## src/rtl/kgp_risc_pkg.sv

```systemverilog
// kgp_risc_pkg
//   Shared types and constants for the KGP_RISC multi-cycle control unit:
//   FSM state enum, instruction-class enum, opcode constants and class
//   prefixes, datapath mux encodings and the registered control bundle.
package kgp_risc_pkg;

  typedef enum logic [2:0] {
    ST_FETCH     = 3'd0,
    ST_DECODE    = 3'd1,
    ST_EXECUTE   = 3'd2,
    ST_MEM       = 3'd3,
    ST_WRITEBACK = 3'd4,
    ST_HALT      = 3'd5
  } state_t;

  // The class decides the state path after DECODE and which strobes fire.
  typedef enum logic [2:0] {
    CLS_ALU     = 3'd0,  // R-type and ALU-immediate
    CLS_LW      = 3'd1,
    CLS_SW      = 3'd2,
    CLS_BRANCH  = 3'd3,
    CLS_JAL     = 3'd4,
    CLS_HALT    = 3'd5,
    CLS_ILLEGAL = 3'd6
  } instr_class_t;

  // Full opcodes
  localparam logic [5:0] OP_R_TYPE = 6'b000000;
  localparam logic [5:0] OP_LW     = 6'b010000;
  localparam logic [5:0] OP_SW     = 6'b010001;
  localparam logic [5:0] OP_JAL    = 6'b100000;
  localparam logic [5:0] OP_HALT   = 6'b111111;

  // Class prefixes (opcode[5:3]) and the R-type shift group (funccode[5:3])
  localparam logic [2:0] PFX_ALU_IMM  = 3'b001;
  localparam logic [2:0] PFX_BRANCH   = 3'b011;
  localparam logic [2:0] FN_PFX_SHIFT = 3'b001;

  // ALU B operand select
  localparam logic [1:0] SRC_RT     = 2'b00;
  localparam logic [1:0] SRC_OFFSET = 2'b01;
  localparam logic [1:0] SRC_SHAMT  = 2'b10;

  // Write-back select
  localparam logic [1:0] WB_ALU     = 2'b00;
  localparam logic [1:0] WB_MEM     = 2'b01;
  localparam logic [1:0] WB_NEXT_PC = 2'b10;

  // Destination register select
  localparam logic [1:0] DST_RT  = 2'b00;
  localparam logic [1:0] DST_RD  = 2'b01;
  localparam logic [1:0] DST_R31 = 2'b10;

  localparam logic [2:0] ALU_ADD   = 3'b000;
  localparam logic [2:0] BR_NONE   = 3'b000;
  localparam logic [2:0] BR_ALWAYS = 3'b111;

  typedef struct packed {
    instr_class_t cls;
    logic [2:0]   alu_op;
    logic [1:0]   alu_src;
    logic [1:0]   reg_dest;
    logic [1:0]   mem_to_reg;
    logic [2:0]   branch;
  } ctrl_bundle_t;

  // Bundle used at reset and as the decoder's starting point.
  localparam ctrl_bundle_t CTRL_NOP = '{
    cls:        CLS_ALU,
    alu_op:     ALU_ADD,
    alu_src:    SRC_RT,
    reg_dest:   DST_RT,
    mem_to_reg: WB_ALU,
    branch:     BR_NONE
  };

endpackage

```

## src/rtl/control_decoder.sv

```systemverilog
// control_decoder
//   Purely combinational map from the decoded instruction fields to the
//   control bundle. The FSM samples the result while in DECODE.
//   Ports:
//     opcode   in  6  instruction opcode
//     funccode in  6  R-type function code
//     bundle   out    control bundle (class + datapath selects)
//     illegal  out 1  opcode matches no defined class
module control_decoder
  import kgp_risc_pkg::*;
(
  input  logic [5:0]   opcode,
  input  logic [5:0]   funccode,
  output ctrl_bundle_t bundle,
  output logic         illegal
);

  always_comb begin
    bundle  = CTRL_NOP;
    illegal = 1'b0;
    if (opcode == OP_R_TYPE) begin
      bundle.cls        = CLS_ALU;
      bundle.alu_op     = funccode[2:0];
      bundle.alu_src    = (funccode[5:3] == FN_PFX_SHIFT) ? SRC_SHAMT : SRC_RT;
      bundle.reg_dest   = DST_RD;
      bundle.mem_to_reg = WB_ALU;
    end else if (opcode[5:3] == PFX_ALU_IMM) begin
      bundle.cls      = CLS_ALU;
      bundle.alu_op   = opcode[2:0];
      bundle.alu_src  = SRC_OFFSET;
      bundle.reg_dest = DST_RT;
    end else if (opcode == OP_LW) begin
      bundle.cls        = CLS_LW;
      bundle.alu_op     = ALU_ADD;
      bundle.alu_src    = SRC_OFFSET;
      bundle.mem_to_reg = WB_MEM;
      bundle.reg_dest   = DST_RT;
    end else if (opcode == OP_SW) begin
      bundle.cls     = CLS_SW;
      bundle.alu_op  = ALU_ADD;
      bundle.alu_src = SRC_OFFSET;
    end else if (opcode[5:3] == PFX_BRANCH && opcode[2:0] != 3'b000) begin
      bundle.cls    = CLS_BRANCH;
      bundle.branch = opcode[2:0];
    end else if (opcode == OP_JAL) begin
      bundle.cls        = CLS_JAL;
      bundle.mem_to_reg = WB_NEXT_PC;
      bundle.reg_dest   = DST_R31;
      bundle.branch     = BR_ALWAYS;
    end else if (opcode == OP_HALT) begin
      bundle.cls = CLS_HALT;
    end else begin
      bundle.cls = CLS_ILLEGAL;
      illegal    = 1'b1;
    end
  end

endmodule

```

## src/rtl/multicycle_controller.sv

```systemverilog
// multicycle_controller
//   Multi-cycle control FSM for the KGP_RISC datapath. Sequences
//   FETCH/DECODE/EXECUTE/MEM/WRITEBACK, holds the decoded control bundle
//   for the life of the instruction and counts retired instructions.
//   Ports:
//     clk, rst            clock, async active-high reset
//     opcode, funccode    decoded instruction fields
//     imem_ack            instruction memory data valid (FETCH only)
//     dmem_ready          data memory access done (MEM only)
//     imem_req, ir_load   fetch handshake / IR load strobe
//     reg_dest, ALUop, ALUsource, mem_to_reg   held datapath selects
//     reg_write, mem_write, pc_write, branch   per-cycle strobes
//     illegal, halted     undefined-opcode pulse / core stopped
//     retired             completed-instruction count (wraps)
module multicycle_controller
  import kgp_risc_pkg::*;
(
  input  logic        clk,
  input  logic        rst,
  input  logic [5:0]  opcode,
  input  logic [5:0]  funccode,
  input  logic        imem_ack,
  input  logic        dmem_ready,
  output logic        imem_req,
  output logic        ir_load,
  output logic [1:0]  reg_dest,
  output logic        reg_write,
  output logic [2:0]  ALUop,
  output logic [1:0]  ALUsource,
  output logic        mem_write,
  output logic [1:0]  mem_to_reg,
  output logic [2:0]  branch,
  output logic        pc_write,
  output logic        illegal,
  output logic        halted,
  output logic [31:0] retired
);

  state_t       state_q, state_d;
  ctrl_bundle_t dec_bundle;
  logic         dec_illegal;
  ctrl_bundle_t ctl_q;
  logic [31:0]  retired_q;

  control_decoder u_decoder (
    .opcode   (opcode),
    .funccode (funccode),
    .bundle   (dec_bundle),
    .illegal  (dec_illegal)
  );

  // State register
  always_ff @(posedge clk or posedge rst) begin
    if (rst) state_q <= ST_FETCH;
    else     state_q <= state_d;
  end

  // Next-state logic. DECODE routes on the live decoder output; later
  // states route on the bundle captured when DECODE was left.
  always_comb begin
    state_d = state_q;
    case (state_q)
      ST_FETCH: if (imem_ack) state_d = ST_DECODE;
      ST_DECODE: begin
        case (dec_bundle.cls)
          CLS_ALU, CLS_LW, CLS_SW, CLS_BRANCH: state_d = ST_EXECUTE;
          CLS_JAL:                             state_d = ST_WRITEBACK;
          CLS_HALT:                            state_d = ST_HALT;
          default:                             state_d = ST_FETCH;
        endcase
      end
      ST_EXECUTE: begin
        case (ctl_q.cls)
          CLS_LW, CLS_SW: state_d = ST_MEM;
          CLS_BRANCH:     state_d = ST_FETCH;
          default:        state_d = ST_WRITEBACK;
        endcase
      end
      ST_MEM: if (dmem_ready) state_d = (ctl_q.cls == CLS_SW) ? ST_FETCH : ST_WRITEBACK;
      ST_WRITEBACK: state_d = ST_FETCH;
      ST_HALT:      state_d = ST_HALT;
      default:      state_d = ST_FETCH;
    endcase
  end

  // Control bundle is captured on the DECODE exit edge only, so the
  // datapath selects stay put from EXECUTE until the next instruction's
  // DECODE completes.
  always_ff @(posedge clk or posedge rst) begin
    if (rst)                        ctl_q <= CTRL_NOP;
    else if (state_q == ST_DECODE)  ctl_q <= dec_bundle;
  end

  // Output logic. Everything is forced low while rst is high so an
  // instruction interrupted by reset cannot emit a stray strobe, and so
  // imem_req only rises once reset has been released.
  always_comb begin
    imem_req  = 1'b0;
    ir_load   = 1'b0;
    reg_write = 1'b0;
    mem_write = 1'b0;
    pc_write  = 1'b0;
    branch    = BR_NONE;
    illegal   = 1'b0;
    halted    = 1'b0;
    if (!rst) begin
      case (state_q)
        ST_FETCH: begin
          imem_req = 1'b1;
          ir_load  = imem_ack;
        end
        ST_DECODE: begin
          // ctl_q still holds the previous instruction here, so branch
          // stays at BR_NONE for the illegal-opcode pc_write.
          illegal  = dec_illegal;
          pc_write = dec_illegal;
        end
        ST_EXECUTE: begin
          if (ctl_q.cls == CLS_BRANCH) begin
            pc_write = 1'b1;
            branch   = ctl_q.branch;
          end
        end
        ST_MEM: begin
          mem_write = (ctl_q.cls == CLS_SW);
          pc_write  = (ctl_q.cls == CLS_SW) && dmem_ready;
        end
        ST_WRITEBACK: begin
          reg_write = 1'b1;
          pc_write  = 1'b1;
          // Non-zero only for jal; ALU and lw bundles carry BR_NONE.
          branch    = ctl_q.branch;
        end
        ST_HALT: halted = 1'b1;
        default: ;
      endcase
    end
  end

  assign ALUop      = ctl_q.alu_op;
  assign ALUsource  = ctl_q.alu_src;
  assign reg_dest   = ctl_q.reg_dest;
  assign mem_to_reg = ctl_q.mem_to_reg;

  // Retired counter: one tick per completed instruction, wraps naturally.
  always_ff @(posedge clk or posedge rst) begin
    if (rst)           retired_q <= '0;
    else if (pc_write) retired_q <= retired_q + 32'd1;
  end

  assign retired = retired_q;

endmodule

```

## config.mk

```make
export PLATFORM = sky130hd
export DESIGN_NAME = multicycle_controller
export DESIGN_NICKNAME = d
export VERILOG_FILES = /design/src/rtl/kgp_risc_pkg.sv /design/src/rtl/control_decoder.sv /design/src/rtl/multicycle_controller.sv
export SDC_FILE = /design/constraint.sdc
export NUM_CORES = 1
export LEC_CHECK = 0
export ABC_AREA = 1
export CORE_UTILIZATION = 55
export DETAILED_ROUTE_END_ITERATION = 8
export PLACE_DENSITY = 0.88
export SLEW_MARGIN = 20
export SYNTH_ARGS = -nofsm -noshare
export SYNTH_HDL_FRONTEND = slang
export SYNTH_HIERARCHICAL = 1
export SYNTH_SLANG_ARGS = --single-unit
```

## constraint.sdc

```tcl
create_clock -name clk -period 3.4 [get_ports clk]
set_input_delay 0.34 -clock clk [delete_from_list [all_inputs] [get_ports clk]]
set_output_delay 0.34 -clock clk [all_outputs]
set_load 0.02 [all_outputs]
```

==> flow_metrics.tcl, run 1 <==
set metrics [dict create \
    status "finished clean" \
    cts-resized-gates 0 \
    relSlewSlack 0.663 \
    ir_drop_mv 0.394 \
    arrival_ns 2.68 \
    stdcell_count 643 \
    ys_warn_count 6 \
    grt_max_degree 35 \
    netlist_area_um2 3380 \
    placed_cells 635 \
    hp-class "flop to flop" \
    layout_min_cycle_time_ns 3.02 \
    drt_wl_total_um 8020 \
    slew_violations 0 \
    drc_errors 0 \
    p_int_w 0.00125 \
    num_rows 28 \
    grt-busiest-layer "met2" \
    start_util 0.570 \
    crit_path_cell_trace "clkdlybuf4s50_1 > nor2_4 > nand2_2 > nand2_4 > inv_2 > nor2_4 > nand2_1 > nor2_1 > nand2_2 > nand3_4 > nand2_4 > inv_4 > clkdlybuf4s50_1" \
    cts_buffers 5 \
    drive_gt1_frac 0.0775 \
    clockRootBuffer "clkbuf_8" \
    grt_util_all_layers 0.272 \
    clock_sinks 50 \
    grt_pass1_vias 3231 \
    globalRouteMet2Util 0.492 \
    setup_viol 0 \
    pwr_density_cell_nw_per_um2 483 \
    critical-path-slowest-cell "clkdlybuf4s50_1" \
    portBuffers 66 \
    synth_largest_area_cell "dfrtp_1" \
    cap_violations 0 \
    required_ns 3.06 \
    fill_cells 494 \
    dr.pass1.iters 5 \
    endpoint_kind "output pin" \
    power_w 0.00200 \
    final_common_cell "nand2_1" \
    num_antenna_cells 0 \
    gr-total-overflow 0 \
    clkLatencyLatePin_ns 0.30 \
    rsz0062_at_grt "false" \
    slowest_delay_ns 0.62 \
    power.share.sequential 0.387 \
    setup_tns_ns 0 \
    crit_type "primary input to output pin" \
    yosys.area.top_type_share 0.371 \
    drt-wirelength-per-cell_um 12.5 \
    pwr-share-clk 0.256 \
    netlist_top_cells_area "dfrtp_1 (37%), nand2_1 (22%), nand3_1 (6.4%), inv_1 (6.3%), nor2_1 (6.1%)" \
    viasPerCell 5.26 \
    synth_cell_type_count 31 \
    die_area_um2 6460 \
    syn_to_final_growth_pct 22.9 \
    grt_pass1_wl_um 13800 \
    cts_hold_buf 0 \
    coreArea_um2 5920 \
    dp_hpwl_um 6060 \
    fp.dieH_um 80.4 \
    finClkSkew_ns 0.00700 \
    antenna_found_initial 0 \
    p_comb_frac 0.357 \
    use_met1 0.319 \
    largest_register_ffs 32 \
    synth_sequential_area_ratio 0.371 \
    finalNetCount 584 \
    fmax_ghz 0.331 \
    cp_max_fo 21 \
    synth-seq-cells 50 \
    cts_buffer_depth 2 \
    die_x_um 80.4 \
    power.net_switching_w 0.000752 \
    netSwitchingFraction 0.375 \
    cts_setup_buffers 0 \
    worst_pin_slew_ns 0.504 \
    finalWeightedCongestion 0.940 \
    p_leak_nw 1.96 \
    worstSetupStartpointType "primary input" \
    period_share 0.888 \
    cts_tree "done" \
    layout_common_cells "nand2_1 (201), clkdlybuf4s50_1 (66), inv_1 (56), nor2_1 (55), dfrtp_1 (50)" \
    drtIter0Drc 200 \
    netlist_instances 512 \
    drtAntennaViolNets 0 \
    hold_viol 0 \
    clkSlewWorstSetupHoldPaths_ns 0.09 \
    synth_fp_nets 529 \
    io_pins 67 \
    avgSynthCellArea_um2 6.60 \
    htreeDepth 2 \
    via_count 3380 \
    use_met3 0.0477 \
]
cells in the mapped netlist:
cell / number
a21oi_1: 4
a31oi_1: 1
buf_2: 1
buf_4: 16
buf_6: 1
clkbuf_1: 3
dfrtp_1: 50
ha_1: 1
inv_1: 57
inv_2: 4
inv_4: 1
nand2_1: 201
nand2_2: 7
nand2_4: 2
nand3_1: 43
nand3_4: 1
nand3b_1: 5
nand4_1: 8
nor2_1: 55
nor2_2: 9
nor2_4: 5
nor3_1: 10
nor3b_1: 1
nor4_1: 1
nor4_2: 1
o211ai_1: 1
o21ai_0: 9
o21ai_1: 2
o21ai_2: 2
xnor2_1: 6
xor2_1: 4
worst max-delay path, delay by kind of cell:
kind	cells	cell delay [ns]
simple gates	9	0.97
buf+inv	4	1.37
power by group through the flow:
stage | Combinational (W) | Sequential (W) | Clock, W
after floorplan | 0.000517 | 0.000795 | 0
after global placement | 0.000694 | 0.000779 | 0
after detailed placement | 0.000712 | 0.000786 | 0
after CTS | 0.000715 | 0.000776 | 0.000521
after global routing | 0.000791 | 0.000791 | 0.000546
final | 0.000715 | 0.000775 | 0.000514
metal layers:
metal / vias to the layer above / share of wire / routed length (um)
li1: 1680 / - / -
met1: 1541 / 0.42 / 3370
met2: 133 / 0.51 / 4060
met3: 26 / 0.052 / 413
met4: 0 / 0.022 / 174
met5: - / 0 / 0
final timing paths:
check | startpoint | to | slack, ns | cells past startpoint
hold / removal | ALUop[2]$_DFFE_PP0N_ | ALUop[2]$_DFFE_PP0N_ | 0.48 | 2
min in group asynchronous | rst | retired[23]$_DFFE_PP0P_ | 0.82 | 3
setup reg to reg | state_q[1]$_DFFE_PP0P_ | state_q[0]$_DFFE_PP0P_ | 1.60 | 9
setup / recovery | opcode[0] | pc_write | 0.38 | 13
max in group asynchronous | rst | retired[5]$_DFFE_PP0P_ | 1.86 | 4
hold reg to reg | ALUop[2]$_DFFE_PP0N_ | ALUop[2]$_DFFE_PP0N_ | 0.48 | 2
metrics by stage:
| step | area [um^2] | hold slack [ns] | util | setup WS, ns |
|---|---|---|---|---|
| detailed placement | 4010 | 0.458 | 0.677 | 0.383 |
| global route | 4150 | 0.511 | 0.701 | 0.231 |
| finish | 4150 | 0.480 | 0.701 | 0.381 |
| global placement | 4010 | 0.452 | 0.677 | 0.443 |
| CTS | 4150 | 0.480 | 0.701 | 0.386 |
| floorplan | 3380 | 0.443 | - | 1.42 |
logic make-up after synthesis:
| logic type | count (synthesis) | share of synthesized area |
|---|---|---|
| AND/OR/NAND/NOR | 349 | 0.455 |
| buffers and inverters | 83 | 0.113 |
| flip-flops | 50 | 0.371 |
| AO/OA/AOI/OAI | 19 | 0.0315 |
| XOR/XNOR | 10 | 0.0259 |
| adder cells (fa/ha/maj) | 1 | 0.00370 |
final cells by class:
class | instances | area (um^2) | share of cell area
clock buffer | 6 | 82.6 | 0.0199
clock inverter | 2 | 60.1 | 0.0145
inverter | 62 | 235 | 0.0567
multi-input combinational | 379 | 1740 | 0.420
sequential | 50 | 1250 | 0.302
tap | 75 | 93.8 | 0.0226
timing repair buffer | 69 | 683 | 0.165
Note: power is estimated with default switching activity, not from simulation.
==> inputs of run 2 (changes only) <==
--- a/config.mk
+++ b/config.mk
@@ -14,3 +14,4 @@
 export SYNTH_HDL_FRONTEND = slang
 export SYNTH_HIERARCHICAL = 1
 export SYNTH_SLANG_ARGS = --single-unit
+export TNS_END_PERCENT = 5
==> results of run 2 <==
The final DEF is identical to that of run 1; final timing and power are the same.
==> RTL change 1: new RTL, settings of run 1 <==
The 6 states of `state_t` get a one-hot encoding in 6 bits.
--- a/src/rtl/kgp_risc_pkg.sv
+++ b/src/rtl/kgp_risc_pkg.sv
@@ -4,13 +4,13 @@
 //   prefixes, datapath mux encodings and the registered control bundle.
 package kgp_risc_pkg;
 
-  typedef enum logic [2:0] {
-    ST_FETCH     = 3'd0,
-    ST_DECODE    = 3'd1,
-    ST_EXECUTE   = 3'd2,
-    ST_MEM       = 3'd3,
-    ST_WRITEBACK = 3'd4,
-    ST_HALT      = 3'd5
+  typedef enum logic [5:0] {
+    ST_FETCH     = 6'b000001,
+    ST_DECODE    = 6'b000010,
+    ST_EXECUTE   = 6'b000100,
+    ST_MEM       = 6'b001000,
+    ST_WRITEBACK = 6'b010000,
+    ST_HALT      = 6'b100000
   } state_t;
 
   // The class decides the state path after DECODE and which strobes fire.
Function: same outputs for any inputs over 10 cycles, from zero or initial values and one cycle with rst high; not proved beyond that.
==> RTL change 1 against run 1 <==
Wire length rose by 11%. Setup slack improved by 75 ps. Synthesized area rose by 5.5%. Non-clock buffer count did not move. Synthesized cell count rose by 7.0%. Utilization rose by 1.1 points. Sequential cell count rose by 3. Largest cell class unchanged. Critical path depth did not move. Design area rose by 4.6%. Power fell by 3.2%.
==> RTL change 1: results (changes against run 1) <==
stage	metric	value	unit	change
layout	Layout Cells excl Fill	681		+5.9%
synth	Syn Area/Cell	6.503	um^2	-1.4%
layout	number of antenna repair diodes	0		unchanged
placed_design	Place WS	478.7	ps	+95.34 ps
synth	leading post-synthesis cells by cell area	dfrtp_1 (37%), nand2_1 (25%), nor2_1 (8.4%), inv_1 (5.4%), nand3_1 (3.8%)		
synth	Post-synth top cells	nand2_1 (235), nor2_1 (80), dfrtp_1 (52)		
layout	# fillers	496		+0.40%
cts	TritonCTS Buffers	5		unchanged
critical_path	Worst R2R End	retired[28]		
cts	Worst-Skew Late Latency	320	ps	+20 ps
power	Clock power frac	0.266		+0.010
global_route	M1 GR Usage	0.3850		+0.06635
global_route	M2 GR Usage	0.4769		-0.01551
layout	layout cells sized above 1	0.05611		-0.02136
placed_design	Placed Area	4204	um^2	+4.9%
timing	final clock skew	12.75	ps	+5.753 ps
routing	DR WL/cell	13.02	um	+4.4%
routing	met2 routed WL	4142	um	+2.0%
synth	synth warn	6		unchanged
cts	Post-CTS Resized	0		unchanged
routing	metal1 wirelength	3988	um	+18%
synth	Yosys cell types	28		-9.7%
timing	worst hold slack	493.8	ps	+14.20 ps
critical_path	Arr. time, crit path	2600	ps	-80 ps
routing	met3 WL	562	um	+36%
routing	DR vias	3652		+8.0%
cts	clock root cell	clkbuf_8		
power	Int Pwr	0.001259	W	+0.59%
synth	adder-cell area share of the yosys netlist	0.003511		-0.0001938
layout	post-layout net count	622		+6.5%
global_route	met3 Track Usage GR	0.04066		-0.007068
worst_hold_path	Hold EP	reg_dest[1]		
critical_path	worst r2r src	state_q[5]		
global_route	vias in the first global route	3278		+1.5%
power	Tot Pwr	0.001941	W	-3.2%
placed_design	Detail Placement HPWL	6627	um	+9.3%
synth	Synth Area in Compound Gates	0.01896		-0.01253
power	Leak Pwr	2.146	nW	+9.3%
run_status	status	finished clean		
critical_path	worst-path fanout max	6		-71%
power	combinational power	0.000606	W	-15%
power	worst vdd ir	0.0004880	V	+24%
routing	First-pass DRT Iterations	7		+2
critical_path	slowest CP cell	clkdlybuf4s50_1		
placed_design	Cells after DPL	673		+6.0%
global_route	largest net degree at the start of global routing	45		+29%
synth	XOR/XNOR share of the synthesized area	0.02704		+0.001101
critical_path	R2R depth	8		-1
synth	Mapped Nets	565		+6.8%
worst_hold_path	Worst Hold Launch	reg_dest[1]		
global_route	first-pass GRT wire length	14850	um	+7.4%
placed_design	routability cong.	0.9210		-2.0%
synth	sequential area share after synthesis	0.3725		+0.002035
timing	Slew HR	0.4452		-0.2179
global_route	Total Routing Usage GR	0.2841		+0.01186
-- RTL change 1: cell types whose count changed after synthesis, sizes merged, moves of 4 or more --
cell    delta
nand2     +30
nor2      +22
nand3     -17
nand3b    +13
inv        -7
xor2       +4
-- RTL change 1: how the worst max path moves through the flow --
| stage | start | end | slack [ps] | cells past startpoint |
|---|---|---|---|---|
| floorplan | rst | retired[18] | 890 | 7 |
| detailed placement | opcode[0] | pc_write | 480 | 13 |
| CTS | opcode[0] | pc_write | 470 | 13 |
| global placement | opcode[0] | pc_write | 570 | 10 |
| finish | opcode[0] | pc_write | 460 | 13 |
| global route | opcode[0] | pc_write | 380 | 13 |
-- RTL change 1: layout make-up --
type,instances,area [um^2],share of cell area
Clock buffer,5,68.82,0.01586
Timing Repair Buffer,69,683.2,0.1575
Tap cell,75,93.84,0.02163
Clock inverter,3,65.06,0.01500
Multi-Input combinational cell,420,1889,0.4355
Sequential cell,53,1328,0.3060
Inverter,56,210.2,0.04846
==> RTL change 2: new RTL, flow settings as in run 1 <==
Without the edit above. Put one more register stage on the output `retired`, without a reset. The value now appears one clock later. The other outputs are not delayed to match.
--- a/src/rtl/multicycle_controller.sv
+++ b/src/rtl/multicycle_controller.sv
@@ -148,7 +148,9 @@
     else if (pc_write) retired_q <= retired_q + 32'd1;
   end
 
-  assign retired = retired_q;
+  always_ff @(posedge clk) begin
+    retired <= retired_q;
+  end
 
 endmodule
 
Check against the original RTL: not equivalent (a bounded check fails within 4 cycles, from zero or initial values and one cycle with rst high).
==> RTL change 2 against run 1 <==
Design area increased by 16%. Sequential cell count is 32 higher. Combinational power is 1% higher. Utilization rose by 0.23 points. Highest routed layer unchanged. First-iteration DRC count fell by 7.5%. Count of clock-buffer cells in the layout rose by 7. Final cell count grew 11%. Critical endpoint unchanged. Synthesized area up 17%. Wire length grew 6.5%. Clock power up 26%. Power up 29%. Synthesized cell count increased by 7.2%. Setup slack gained 210 ps.
==> RTL change 2: results (changes against run 1) <==
stage	metric	value	unit	change
cts	Bufs on Longest Clock Path	2		unchanged
worst_hold_path	class of the worst hold path	input port to asynchronous set/reset pin		
critical_path	worst r2r src	retired_q[1]		
placed_design	Detail Placement HPWL	6342	um	+4.6%
synth	multiplexer area fraction after synthesis	0		unchanged
timing	final clock skew	9.505	ps	+2.506 ps
routing	Via-to-Cell Ratio	5.008		-4.7%
synth	share of flip-flops with an asynchronous set or reset	0.6098		-0.3902
routing	Starting DRT DRC Count	185		-7.5%
cts	H-tree depth	3		+1
synth	Post-synth top cells	nand2_1 (245), nor2_1 (63), dfrtp_1 (50)		
timing	Tightest Pin Transition	400.8	ps	-103.1 ps
cts	Post-CTS Setup Repair Bufs	0		unchanged
synth	leading post-synthesis cells by cell area	dfrtp_1 (32%), nand2_1 (23%), dfxtp_1 (16%), nor2_1 (6.0%), inv_1 (4.4%)		
synth	Synth Area in Compound Gates	0.02121		-0.01028
synth	adder-cell area share of the yosys netlist	0.003166		-0.0005395
global_route	initial antenna violation count	0		unchanged
cts	clk slew on worst S/H paths	80	ps	
layout	number of antenna repair diodes	0		unchanged
placed_design	Placed Area	4647	um^2	+16%
run_status	status	finished clean		
power	Leak Pwr	2.295	nW	+17%
critical_path	crit path from	opcode[0]		
placed_design	routability cong.	0.8885		-5.4%
global_route	first-pass GRT wire length	14610	um	+5.7%
cts	TritonCTS Buffers	9		+4
layout	layout cells sized above 1	0.06483		-0.01263
global_route	Total Routing Usage GR	0.2519		-0.02033
placed_design	number of port buffers	66		unchanged
global_route	vias in the first global route	3370		+4.3%
layout	post-layout net count	629		+7.7%
power	worst vdd ir	0.0004091	V	+3.9%
critical_path	Arr. time, crit path	2470	ps	-210 ps
routing	Routed WL	8536	um	+6.5%
global_route	largest net degree at the start of global routing	33		-5.7%
timing	worst hold slack	436.7	ps	-42.90 ps
synth	sequential area share after synthesis	0.4786		+0.1081
cts	Worst-Skew Late Latency	350	ps	+50 ps
critical_path	worst-path fanout max	7		-67%
layout	# fillers	570		+15%
cts	clock root cell	clkbuf_8		
cts	Post-CTS Resized	0		unchanged
synth	XOR/XNOR share of the synthesized area	0.03324		+0.007303
synth	Mapped Nets	566		+7.0%
timing	final hold vios	0		unchanged
layout	registers with the most flip-flops	retired: 32 flops, retired_q: 32 flops, ctl_q: 6 flops		
[RTL change 2: changes by cell type in the layout (fill, tap and decap cells not counted), sizes merged, moves of 3 or more]
cell / run 1 / this run
clkbuf: 6 / 13
dfxtp: 0 / 32
nor2: 69 / 73
xor2: 4 / 10
nand3b: 5 / 2
nand2: 210 / 249
a21oi: 4 / 1
inv: 62 / 50
nand3: 44 / 32
nor3: 10 / 2
nand4: 8 / 4
[RTL change 2: per-layer routing]
metal	up-vias	track usage	wire, um
met5	-	0	0
met4	0	0.1045	193
met3	25	0.05333	436
met2	122	0.4315	4283
met1	1622	0.3099	3622
li1	1802	-	-
[RTL change 2: stage by stage]
stage,std cells,total power (W),utilization,setup slack (ps)
CTS,713,0.002597,0.7031,588.2
global placement,697,0.001911,0.6765,669.9
finish,713,0.002579,0.7031,587.3
global route,713,0.002721,0.7031,453.9
detailed placement,697,0.001945,0.6765,593.4
floorplan,549,0.001709,-,481.6
[RTL change 2: kinds of logic (layout without fill, tap and decap cells)]
| kind of cell | after synthesis | after routing |
|---|---|---|
| simple gates | 366 | 366 |
| buf+inv | 69 | 137 |
| flops | 82 | 82 |
| fa+ha+maj | 1 | 1 |
| compound gates | 16 | 16 |
| xor+xnor | 15 | 15 |
[RTL change 2: final timing paths]
kind,endpoint,cells past startpoint
setup reg to reg,retired_q[22],10
setup / recovery,pc_write,13
hold / removal,retired_q[18],2
hold reg to reg,retired[31],0
min in group clk,retired[31],0
max in group asynchronous,retired_q[13],3
[RTL change 2: worst max-delay path, stage by stage]
cell and delay [ps]:
clkdlybuf4s50_1 510, nor2_4 200, nand2_2 80, nand2_4 90, inv_2 50, nor2_4 80, nand2_1 50, nor2_1 80
nand2_1 110, nand3_4 160, nand2_4 80, inv_4 60, clkdlybuf4s50_1 590
[RTL change 2: power breakdown]
group	leakage, nW	internal (W)	switching (W)	total [W]
logic	1.27	0.000270	0.000455	0.000725
clock network	0.0859	0.000307	0.000342	0.000649
registers	0.941	0.00110	0.000106	0.00120
[RTL change 2: cell type report]
cell class / instances / area share
timing repair buffer: 71 / 0.1446
multi-input combinational: 398 / 0.3617
sequential: 82 / 0.3917
inverter: 50 / 0.03938
tap: 96 / 0.02487
clock buffer: 13 / 0.03290
clock inverter: 3 / 0.004922
